$ cat src/rtl/multi_blinker_if.sv
// Config/status bundle for multi_blinker: channel config strobe, global sync, LED levels.
// Latency: n/a (wires only); the slave registers everything it drives.
// Backpressure: none; the slave accepts a config write or sync on every cycle.
// Ports (slave view): cfg_we/cfg_ch/cfg_mode/cfg_half/sync in; out/cfg_err out.
interface multi_blinker_if #(
   parameter int CHANNELS = 8,
   parameter int CNT_W    = 32
);
   localparam int CH_W = (CHANNELS > 1) ? $clog2(CHANNELS) : 1;

   logic                cfg_we;
   logic [CH_W-1:0]     cfg_ch;
   logic [1:0]          cfg_mode;
   logic [CNT_W-1:0]    cfg_half;
   logic                sync;
   logic [CHANNELS-1:0] out;
   logic                cfg_err;

   modport master (
      output cfg_we, cfg_ch, cfg_mode, cfg_half, sync,
      input  out, cfg_err
   );

   modport slave (
      input  cfg_we, cfg_ch, cfg_mode, cfg_half, sync,
      output out, cfg_err
   );
endinterface

$ cat src/rtl/multi_blinker.sv
// N-channel LED pattern generator: per-channel off / on / blink / one-shot pulse.
// Latency: a config write or sync is visible on out the cycle after the strobe.
// Backpressure: none; writes and sync are accepted every cycle, bad channel -> cfg_err.
// Ports: clk, rst_n (async, active-low); bus (multi_blinker_if.slave) carries
//   cfg_we/cfg_ch/cfg_mode/cfg_half/sync in and registered out/cfg_err.
module multi_blinker #(
   parameter int CHANNELS = 8,
   parameter int CNT_W    = 32,
   parameter int DEF_HALF = 25_000_000
) (
   input logic             clk,
   input logic             rst_n,
   multi_blinker_if.slave  bus
);
   localparam int CH_W = (CHANNELS > 1) ? $clog2(CHANNELS) : 1;
   // One extra bit so CHANNELS itself is representable for the range check.
   localparam logic [CH_W:0] CH_LIMIT = (CH_W + 1)'(CHANNELS);

   typedef enum logic [1:0] {
      MODE_OFF   = 2'b00,
      MODE_ON    = 2'b01,
      MODE_BLINK = 2'b10,
      MODE_PULSE = 2'b11
   } mode_t;

   mode_t               mode_q [CHANNELS];
   mode_t               mode_d [CHANNELS];
   logic [CNT_W-1:0]    half_q [CHANNELS];
   logic [CNT_W-1:0]    half_d [CHANNELS];
   logic [CNT_W-1:0]    cnt_q  [CHANNELS];
   logic [CNT_W-1:0]    cnt_d  [CHANNELS];
   logic [CHANNELS-1:0] lvl_q, lvl_d;
   logic [CHANNELS-1:0] done_q, done_d;
   logic [CHANNELS-1:0] wr_sel;
   logic                cfg_ok;
   logic                cfg_err_q, cfg_err_d;

   // Last count value of a level: heff-1, with half==0 behaving as half==1.
   // Working on heff-1 avoids any overflow when half is all ones.
   function automatic logic [CNT_W-1:0] last_cnt(input logic [CNT_W-1:0] half);
      return (half == '0) ? '0 : half - CNT_W'(1);
   endfunction

   assign cfg_ok    = ({1'b0, bus.cfg_ch} < CH_LIMIT);
   assign cfg_err_d = bus.cfg_we && !cfg_ok;

   always_comb begin
      wr_sel = '0;
      for (int i = 0; i < CHANNELS; i++) begin
         wr_sel[i] = bus.cfg_we && cfg_ok && (bus.cfg_ch == CH_W'(i));
      end
   end

   always_comb begin
      lvl_d  = lvl_q;
      done_d = done_q;
      for (int i = 0; i < CHANNELS; i++) begin
         mode_d[i] = mode_q[i];
         half_d[i] = half_q[i];
         cnt_d[i]  = cnt_q[i];

         case (mode_q[i])
            MODE_OFF: begin
               lvl_d[i] = 1'b0;
               cnt_d[i] = '0;
            end
            MODE_ON: begin
               lvl_d[i] = 1'b1;
               cnt_d[i] = '0;
            end
            MODE_BLINK: begin
               // >= rather than == so a freshly shortened half cannot run away.
               if (cnt_q[i] >= last_cnt(half_q[i])) begin
                  lvl_d[i] = ~lvl_q[i];
                  cnt_d[i] = '0;
               end else begin
                  cnt_d[i] = cnt_q[i] + CNT_W'(1);
               end
            end
            MODE_PULSE: begin
               if (done_q[i]) begin
                  lvl_d[i] = 1'b0;
                  cnt_d[i] = '0;
               end else if (cnt_q[i] >= last_cnt(half_q[i])) begin
                  lvl_d[i]  = 1'b0;
                  done_d[i] = 1'b1;
                  cnt_d[i]  = '0;
               end else begin
                  cnt_d[i] = cnt_q[i] + CNT_W'(1);
               end
            end
         endcase

         // Sync and a write restart a channel identically, so the write simply
         // overrides with the new mode/half when both land on the same cycle.
         if (bus.sync) begin
            cnt_d[i]  = '0;
            lvl_d[i]  = (mode_q[i] != MODE_OFF);
            done_d[i] = 1'b0;
         end
         if (wr_sel[i]) begin
            mode_d[i] = mode_t'(bus.cfg_mode);
            half_d[i] = bus.cfg_half;
            cnt_d[i]  = '0;
            lvl_d[i]  = (bus.cfg_mode != MODE_OFF);
            done_d[i] = 1'b0;
         end
      end
   end

   always_ff @(posedge clk or negedge rst_n) begin
      if (!rst_n) begin
         for (int i = 0; i < CHANNELS; i++) begin
            mode_q[i] <= MODE_BLINK;
            half_q[i] <= CNT_W'(DEF_HALF);
            cnt_q[i]  <= '0;
         end
         lvl_q     <= '1;
         done_q    <= '0;
         cfg_err_q <= 1'b0;
      end else begin
         for (int i = 0; i < CHANNELS; i++) begin
            mode_q[i] <= mode_d[i];
            half_q[i] <= half_d[i];
            cnt_q[i]  <= cnt_d[i];
         end
         lvl_q     <= lvl_d;
         done_q    <= done_d;
         cfg_err_q <= cfg_err_d;
      end
   end

   assign bus.out     = lvl_q;
   assign bus.cfg_err = cfg_err_q;

endmodule

$ cat src/flat_wrapper.sv
// flat-port wrapper written by rule: the top's interface ports become plain ports
module multi_blinker_flat 
#(
   parameter int CHANNELS = 8,
   parameter int CNT_W    = 32,
   parameter int DEF_HALF = 25_000_000
)
  (clk, rst_n, bus_cfg_we, bus_cfg_ch, bus_cfg_mode, bus_cfg_half, bus_sync, bus_out, bus_cfg_err);
  multi_blinker_if #(.CHANNELS(CHANNELS), .CNT_W(CNT_W)) bus_i ();
  input logic clk;
  input logic rst_n;
  input wire logic [$bits(bus_i.cfg_we)-1:0] bus_cfg_we;
  input wire logic [$bits(bus_i.cfg_ch)-1:0] bus_cfg_ch;
  input wire logic [$bits(bus_i.cfg_mode)-1:0] bus_cfg_mode;
  input wire logic [$bits(bus_i.cfg_half)-1:0] bus_cfg_half;
  input wire logic [$bits(bus_i.sync)-1:0] bus_sync;
  output wire logic [$bits(bus_i.out)-1:0] bus_out;
  output wire logic [$bits(bus_i.cfg_err)-1:0] bus_cfg_err;
  assign bus_i.cfg_we = bus_cfg_we;
  assign bus_i.cfg_ch = bus_cfg_ch;
  assign bus_i.cfg_mode = bus_cfg_mode;
  assign bus_i.cfg_half = bus_cfg_half;
  assign bus_i.sync = bus_sync;
  assign bus_out = bus_i.out;
  assign bus_cfg_err = bus_i.cfg_err;
  multi_blinker #(.CHANNELS(CHANNELS), .CNT_W(CNT_W), .DEF_HALF(DEF_HALF)) u_core (.clk(clk), .rst_n(rst_n), .bus(bus_i));
endmodule
$ cat config.mk
export PLATFORM = sky130hd
export DESIGN_NAME = multi_blinker_flat
export DESIGN_NICKNAME = d
export VERILOG_FILES = /design/src/rtl/multi_blinker_if.sv /design/src/rtl/multi_blinker.sv /design/src/flat_wrapper.sv
export SDC_FILE = /design/constraint.sdc
export NUM_CORES = 2
export LEC_CHECK = 0
export CAP_MARGIN = 20
export CORE_ASPECT_RATIO = 1.4
export CORE_MARGIN = 10
export CORE_UTILIZATION = 55
export CTS_CLUSTER_SIZE = 24
export DETAILED_ROUTE_END_ITERATION = 8
export PLACE_DENSITY = 0.74
export RECOVER_POWER = 25
export SKIP_LAST_GASP = 1
export SLEW_MARGIN = 40
export SYNTH_ARGS = -nofsm -noshare
export SYNTH_HDL_FRONTEND = slang
export SYNTH_SLANG_ARGS = --single-unit
$ cat constraint.sdc
create_clock -name clk -period 4.3 [get_ports clk]
set_clock_uncertainty 0.1 [all_clocks]
set_input_delay 0.43 -clock clk [delete_from_list [all_inputs] [get_ports clk]]
set_output_delay 0.43 -clock clk [all_outputs]
set_load 0.01 [all_outputs]
======== Word-level counts from Yosys, hierarchy flattened ========
Index checks and enable logic that the tools add are counted.
W data, S select, Z words.
word-level totals
  input bits .............................. 41
  memory bits (read-only) ................. 0
  memories kept ........................... 0
  bits in writable memories ............... 0
  register bits after elaboration ......... 544
  output and inout port bits .............. 9
  word-level logic and storage cells ...... 313
  bits in latches ......................... 0
cells by class
  $lt $le $gt $ge ......................... 8
  reduce and logical (&&, ||, !) cells .... 58
  bitwise operators ....................... 8
  muxes and demuxes ....................... 136
  shift-type cells ........................ 0
  $add $sub $neg .......................... 16
  equal/unequal tests ..................... 47
  div/mod/pow operators ................... 0
  $mul .................................... 0
operators by type and width
  kind                     number
  $mux W32                 40
  $pmux W32 S3             8
  $add A32 B1 Y32 const B  8
  $ge A32 B32 Y1           8
  $logic_not A32 Y1        8
  $sub A32 B1 Y32 const B  8
  $mux W1                  80
  $ne A5 B2 Y1 const B     8
  $eq A2 B2 Y1 const B     16
  $ne A4 B2 Y1 const B     8
  $pmux W1 S4              8
  $reduce_bool A3 Y1       8
  $reduce_bool A2 Y1       9
  $eq A2 B1 Y1 const B     8
  $logic_not A2 Y1         8
  $reduce_and A2 Y1        8
  $reduce_or A2 Y1         8
  $eq A3 B3 Y1 const B     4
  $logic_and A1 B1 Y1      8
  $not A1 Y1               8
  $eq A3 B2 Y1 const B     2
  $eq A3 B1 Y1 const B     1
  $logic_not A3 Y1         1

======== Logic depth before layout (Yosys ltp) ========
  word-level depth ........................ 8
  mapped depth ............................ 18
  mapped depth without buffers ............ 15

======== Worst setup path before layout ========
No wires, ideal clock.
  path kind ............................... reg2reg
  start point ............................. register u_core.half_q[163] (netlist bit)
  end point ............................... register u_core.cnt_q[183] (netlist bit)
  path slack .............................. -99 ps
  buffers on the path ..................... 4
  required time ........................... 4,068 ps
  period minus slack after synthesis ...... 4,399 ps
  data arrival time ....................... 4,167 ps
  stages on the path, launching flop included .. 17
  setup time .............................. 132 ps
  path through ............................ dfrtp_1 -> or4_1 -> clkbuf_1 -> nor4_1 -> and3_1 -> and3b_1 -> buf_2 -> nor3b_1 -> mux2i_1 -> ha_1 -> nand4_1 -> or4_1 -> a31oi_1 -> or4_1 -> clkbuf_1 -> clkbuf_1 -> nor2_1
RTL lines
  element                          RTL line              text
  start, declared                  multi_blinker.sv:28   logic [CNT_W-1:0] half_q [CHANNELS];
  start signal, assigned by index  multi_blinker.sv:115  half_q[i] <= CNT_W'(DEF_HALF);
  start signal, assigned by index  multi_blinker.sv:124  half_q[i] <= half_d[i];
  end signal, assigned by index    multi_blinker.sv:125  cnt_q[i] <= cnt_d[i];
  end, declared                    multi_blinker.sv:30   logic [CNT_W-1:0] cnt_q [CHANNELS];

======== Final worst setup path ========
  start point ............................. register u_core.half_q[81] (netlist bit)
  end point ............................... register u_core.lvl_q[5] (netlist: u_core.bus.out[5])
on the way
  cells in the longest elaborated chain, start to end .. 5
  elaborated cells between the ends (all ways) .. 7
  those cells by class .................... add/sub: 1; order compare: 1; eq/ne: 2; mux: 1; reduce/logical: 2
RTL lines
  element                                                 RTL line                                  text
  $sub A32 B1 Y32 or $logic_not A32 Y1 (tied branches)    multi_blinker.sv:41                       return (half == '0) ? '0 : half - CNT_W'(1);
  $mux W32 *                                              multi_blinker.sv:41
  $ge A32 B32 Y1 *                                        multi_blinker.sv:73, multi_blinker.sv:84
  $ne A5 B2 Y1 (no line) or $ne A4 B2 Y1 (tied branches)  --
  $reduce_and A2 Y1 (no line) *                           --
  end signal, assigned                                    multi_blinker.sv:127                      lvl_q <= lvl_d;
  end, declared                                           multi_blinker.sv:32                       logic [CHANNELS-1:0] lvl_q, lvl_d;
Mark *: on every way between the ends. The rest lies on a longest branch, timed or not.
A chain may end at the register's enable or synchronous reset.

==> flow_summary.json <==
{
  "multi_input_area_mm2": 0.0206,
  "num_vias": 27400,
  "yosys-top-cells-area": "dfrtp_1 (31%), ha_1 (11%), dfstp_2 (8.5%)",
  "area_growth_pct": 12.6,
  "critPathCaptureType": "flip-flop",
  "status": "finished with violations",
  "antenna_found_initial": 4,
  "insertion_delay_ns": 0.62,
  "yosys.area_share.xor_xnor": 0.110,
  "portBuffers": 48,
  "setup_viol": 0,
  "viasPerCell": 5.83,
  "slew_viol_final": 52,
  "cts.sinks": 544,
  "die_y_um": 317,
  "synthAdderAreaFrac": 0.112,
  "io_pins": 50,
  "drc": 0,
  "cts_buffer_depth": 3,
  "yosysSeqAreaShare": 0.396,
  "p_sw_frac": 0.314,
  "slowest_delay_ns": 0.54,
  "hold_class": "primary input to flip-flop",
  "crit_path_frequent_cell": "or4_4",
  "placed_area_mm2": 0.0368,
  "max_cap_violations": 1,
  "worstPathMaxFanout": 7,
  "cts_tree": "yes",
  "drtIter0Drc": 1790,
  "tightest_slew_ns": 3.21,
  "cts_root_buf": "clkbuf_16",
  "relSlewSlack": -1.14,
  "grt_max_degree": 98,
  "p_seq_frac": 0.434,
  "core_area_mm2": 0.0629,
  "wl_per_cell_um": 19.1,
  "syn-num-nets": 4054,
  "wirelength_um": 89900,
  "synthFlopType": "dfrtp_1",
  "tns_ns": 0,
  "rsz0062_at_grt": "yes",
  "synth_top_family_by_area": "simple AND/OR/NAND/NOR gates",
  "p_sw_uw": 4830,
  "yosysTopAreaCell": "dfrtp_1",
  "hold_viol": 0,
  "path_clk_slew_ns": 0.07,
  "synth_edf_count": 0,
  "worst-path-buf-inv": 1,
  "synth-simple-area-share": 0.221,
  "cp_slowest_cell": "or4_4",
  "violations": "max-capacitance violations, max-slew violations",
  "synth_compound_area_frac": 0.0604,
  "final_layout_size_suffix_gt1_frac": 0.176,
  "ant_nets": 0,
  "synth_top_area_share": 0.311,
  "cts_htree_levels": 2,
  "rows": 109,
  "final_area_mm2": 0.0391,
  "track_usage": 0.240,
  "p_clk_frac": 0.327,
  "path_class": "flip-flop to flip-flop",
  "final-seq-area_mm2": 0.0138,
  "path_delay_family": "simple AND/OR/NAND/NOR gates",
  "synth_mux_area_frac": 0.0773,
  "hpwl_um": 63500,
  "worst_ep_required_time_ns": 4.75,
  "period_share": 0.982,
  "grt_pass1_vias": 27100,
  "synthCells": 3701,
  "vdd.ir_drop.worst_mv": 0.324,
  "start_util": 0.553,
  "fmaxAchievable_ghz": 0.237,
  "grt_pass1_wl_um": 143000,
  "synth_seq_cells": 544,
  "gp_congestion": 0.924,
  "synth_warnings": 0,
  "fillers": 5139,
  "yosysUniqueCellTypes": 67,
  "firstDrtPassIters": 7,
  "die_x_um": 232,
  "startpoint_type": "flip-flop",
  "async_flop_share": 1.00,
  "cp.arrival_ns": 4.67,
  "syn_avg_cell_area_um2": 9.39,
  "netlist_area_mm2": 0.0348,
  "nets": 4174,
  "cts_buffers": 53,
  "p_comb_frac": 0.238,
  "p_per_area_mw_per_mm2": 393,
  "overflow": 0,
  "finalCriticalPeriod_ns": 4.22,
  "crit_path_cell_trace": "or4_4 > or3_4 > or4_4 > or4_1 > xnor2_1 > nand2_1 > ha_1 > nand4_1 > buf_4 > nor4_2 > a21o_1 > mux2_2",
  "dieArea_mm2": 0.0738,
  "power_leakage_uw": 0.0174,
  "intPower_uw": 10600
}
[power groups by stage]
stage / combinational [uW] / clock (uW) / sequential (uW)
after floorplan: 2410 / 0 / 6530
after global placement: 3490 / 0 / 6680
after detailed placement: 3580 / 0 / 6710
after CTS: 3620 / 5120 / 6630
after global routing: 4110 / 5320 / 6770
final: 3670 / 5040 / 6690
[cell families after synthesis]
group	after synthesis
and+or+nand+nor	1623
DFF	544
xor gates and xnor gates	436
AOI/OAI and AO/OA	344
adders and majority gates	312
muxes	240
buffers and inverters	201
other	1
[metal layers]
layer  global-route usage  part of all wire  up-vias
met1                0.295              0.41    13400
met5                    0                 0        -
met3               0.0289             0.047      206
met2                0.413              0.50      675
li1                     -                 -    13200
met4                0.107             0.044        0
[layout make-up]
cell class	count	area share
diodes	1	0.0000640
repair buffers	182	0.0389
well taps	832	0.0266
clock buffers	81	0.0423
flip-flops and latches	544	0.352
clock inverters	19	0.00582
inverters	81	0.00777
multi-input cells	2959	0.527
[per-stage QoR]
stage          hold slack, ns  std cells  worst slack, ns  power [uW]  utilization
2_1_floorplan          0.0344       3701          0.00127        8940            -
3_3_place_gp            0.360       4587           0.0353       10200        0.587
3_5_place_dp            0.371       4587          -0.0559       10300        0.586
4_1_cts                 0.124       4688         -0.00604       15400        0.616
5_1_grt                 0.131       4698          -0.0566       16200        0.622
6_report                0.158       4699           0.0788       15400        0.622
[cells in the mapped netlist, drive strengths merged (11+ instances only)]
| cell | count |
|---|---|
| a211oi | 13 |
| a21o | 27 |
| a21oi | 118 |
| and2 | 13 |
| and3 | 41 |
| and4 | 23 |
| buf | 15 |
| clkbuf | 105 |
| dfrtp | 432 |
| dfstp | 112 |
| ha | 312 |
| inv | 81 |
| mux2 | 228 |
| mux2i | 12 |
| nand2 | 522 |
| nand2b | 22 |
| nand3 | 114 |
| nand4 | 113 |
| nor2 | 434 |
| nor2b | 26 |
| nor3 | 121 |
| nor3b | 12 |
| nor4 | 68 |
| o21a | 22 |
| o21ai | 97 |
| o31a | 12 |
| or2 | 11 |
| or3 | 30 |
| or4 | 48 |
| xnor2 | 158 |
| xor2 | 278 |
[sequential cells by signal, indices dropped and copies added, names as in the netlist]
name,cells
u_core.done_q,8
u_core.half_q,256
u_core.cnt_q,256
u_core.mode_q,16
u_core.bus.out,8
[worst paths after layout]
check	from	cells past startpoint	end	slack, ns
max	u_core.half_q[81]$_DFFE_PN0P_	12	u_core.bus.out[5]$_DFFE_PN1P_	0.08
max reg2reg	u_core.half_q[81]$_DFFE_PN0P_	12	u_core.bus.out[5]$_DFFE_PN1P_	0.08
min	bus_cfg_half[21]	3	u_core.half_q[21]$_DFFE_PN1P_	0.16
max in group asynchronous	rst_n	4	u_core.half_q[183]$_DFFE_PN0P_	0.62
min in group asynchronous	rst_n	2	u_core.cnt_q[239]$_DFF_PN0_	1.34
min reg2reg	u_core.cnt_q[32]$_DFF_PN0_	1	u_core.cnt_q[32]$_DFF_PN0_	0.38
[layout by cell type (no fill, tap or decap), drive strengths merged, types with 13 or more instances in the layout]
| master | count |
|---|---|
| nand4 | 113 |
| buf | 149 |
| and3 | 41 |
| o21ai | 97 |
| or3 | 30 |
| ha | 312 |
| clkbuf | 87 |
| nor2b | 26 |
| clkinv | 13 |
| nor4 | 68 |
| nand2 | 522 |
| and2 | 13 |
| nand3 | 114 |
| xnor2 | 158 |
| xor2 | 278 |
| nand2b | 22 |
| a21oi | 118 |
| a211oi | 13 |
| a21o | 27 |
| o21a | 22 |
| dfrtp | 432 |
| clkdlybuf4s50 | 26 |
| or4 | 50 |
| dfstp | 112 |
| nor3 | 121 |
| inv | 82 |
| mux2 | 228 |
| and4 | 23 |
| nor2 | 434 |
[worst min-delay path, stage by stage]
cell	delay, ns
buf_2	0.26
nand2_1	0.12
nand2_1	0.05
[repair_timing]
item / in CTS / in global routing
gates cloned: 0 / 3
gates resized for setup: 3 / 63
endpoints found under the hold margin: 67 / 0
hold buffers: 1 / 0
setup buffers: 0 / 6
pin swaps: 1 / 10
endpoints found under the setup margin: 42 / 232
Note: power is estimated with default switching activity, not from simulation.
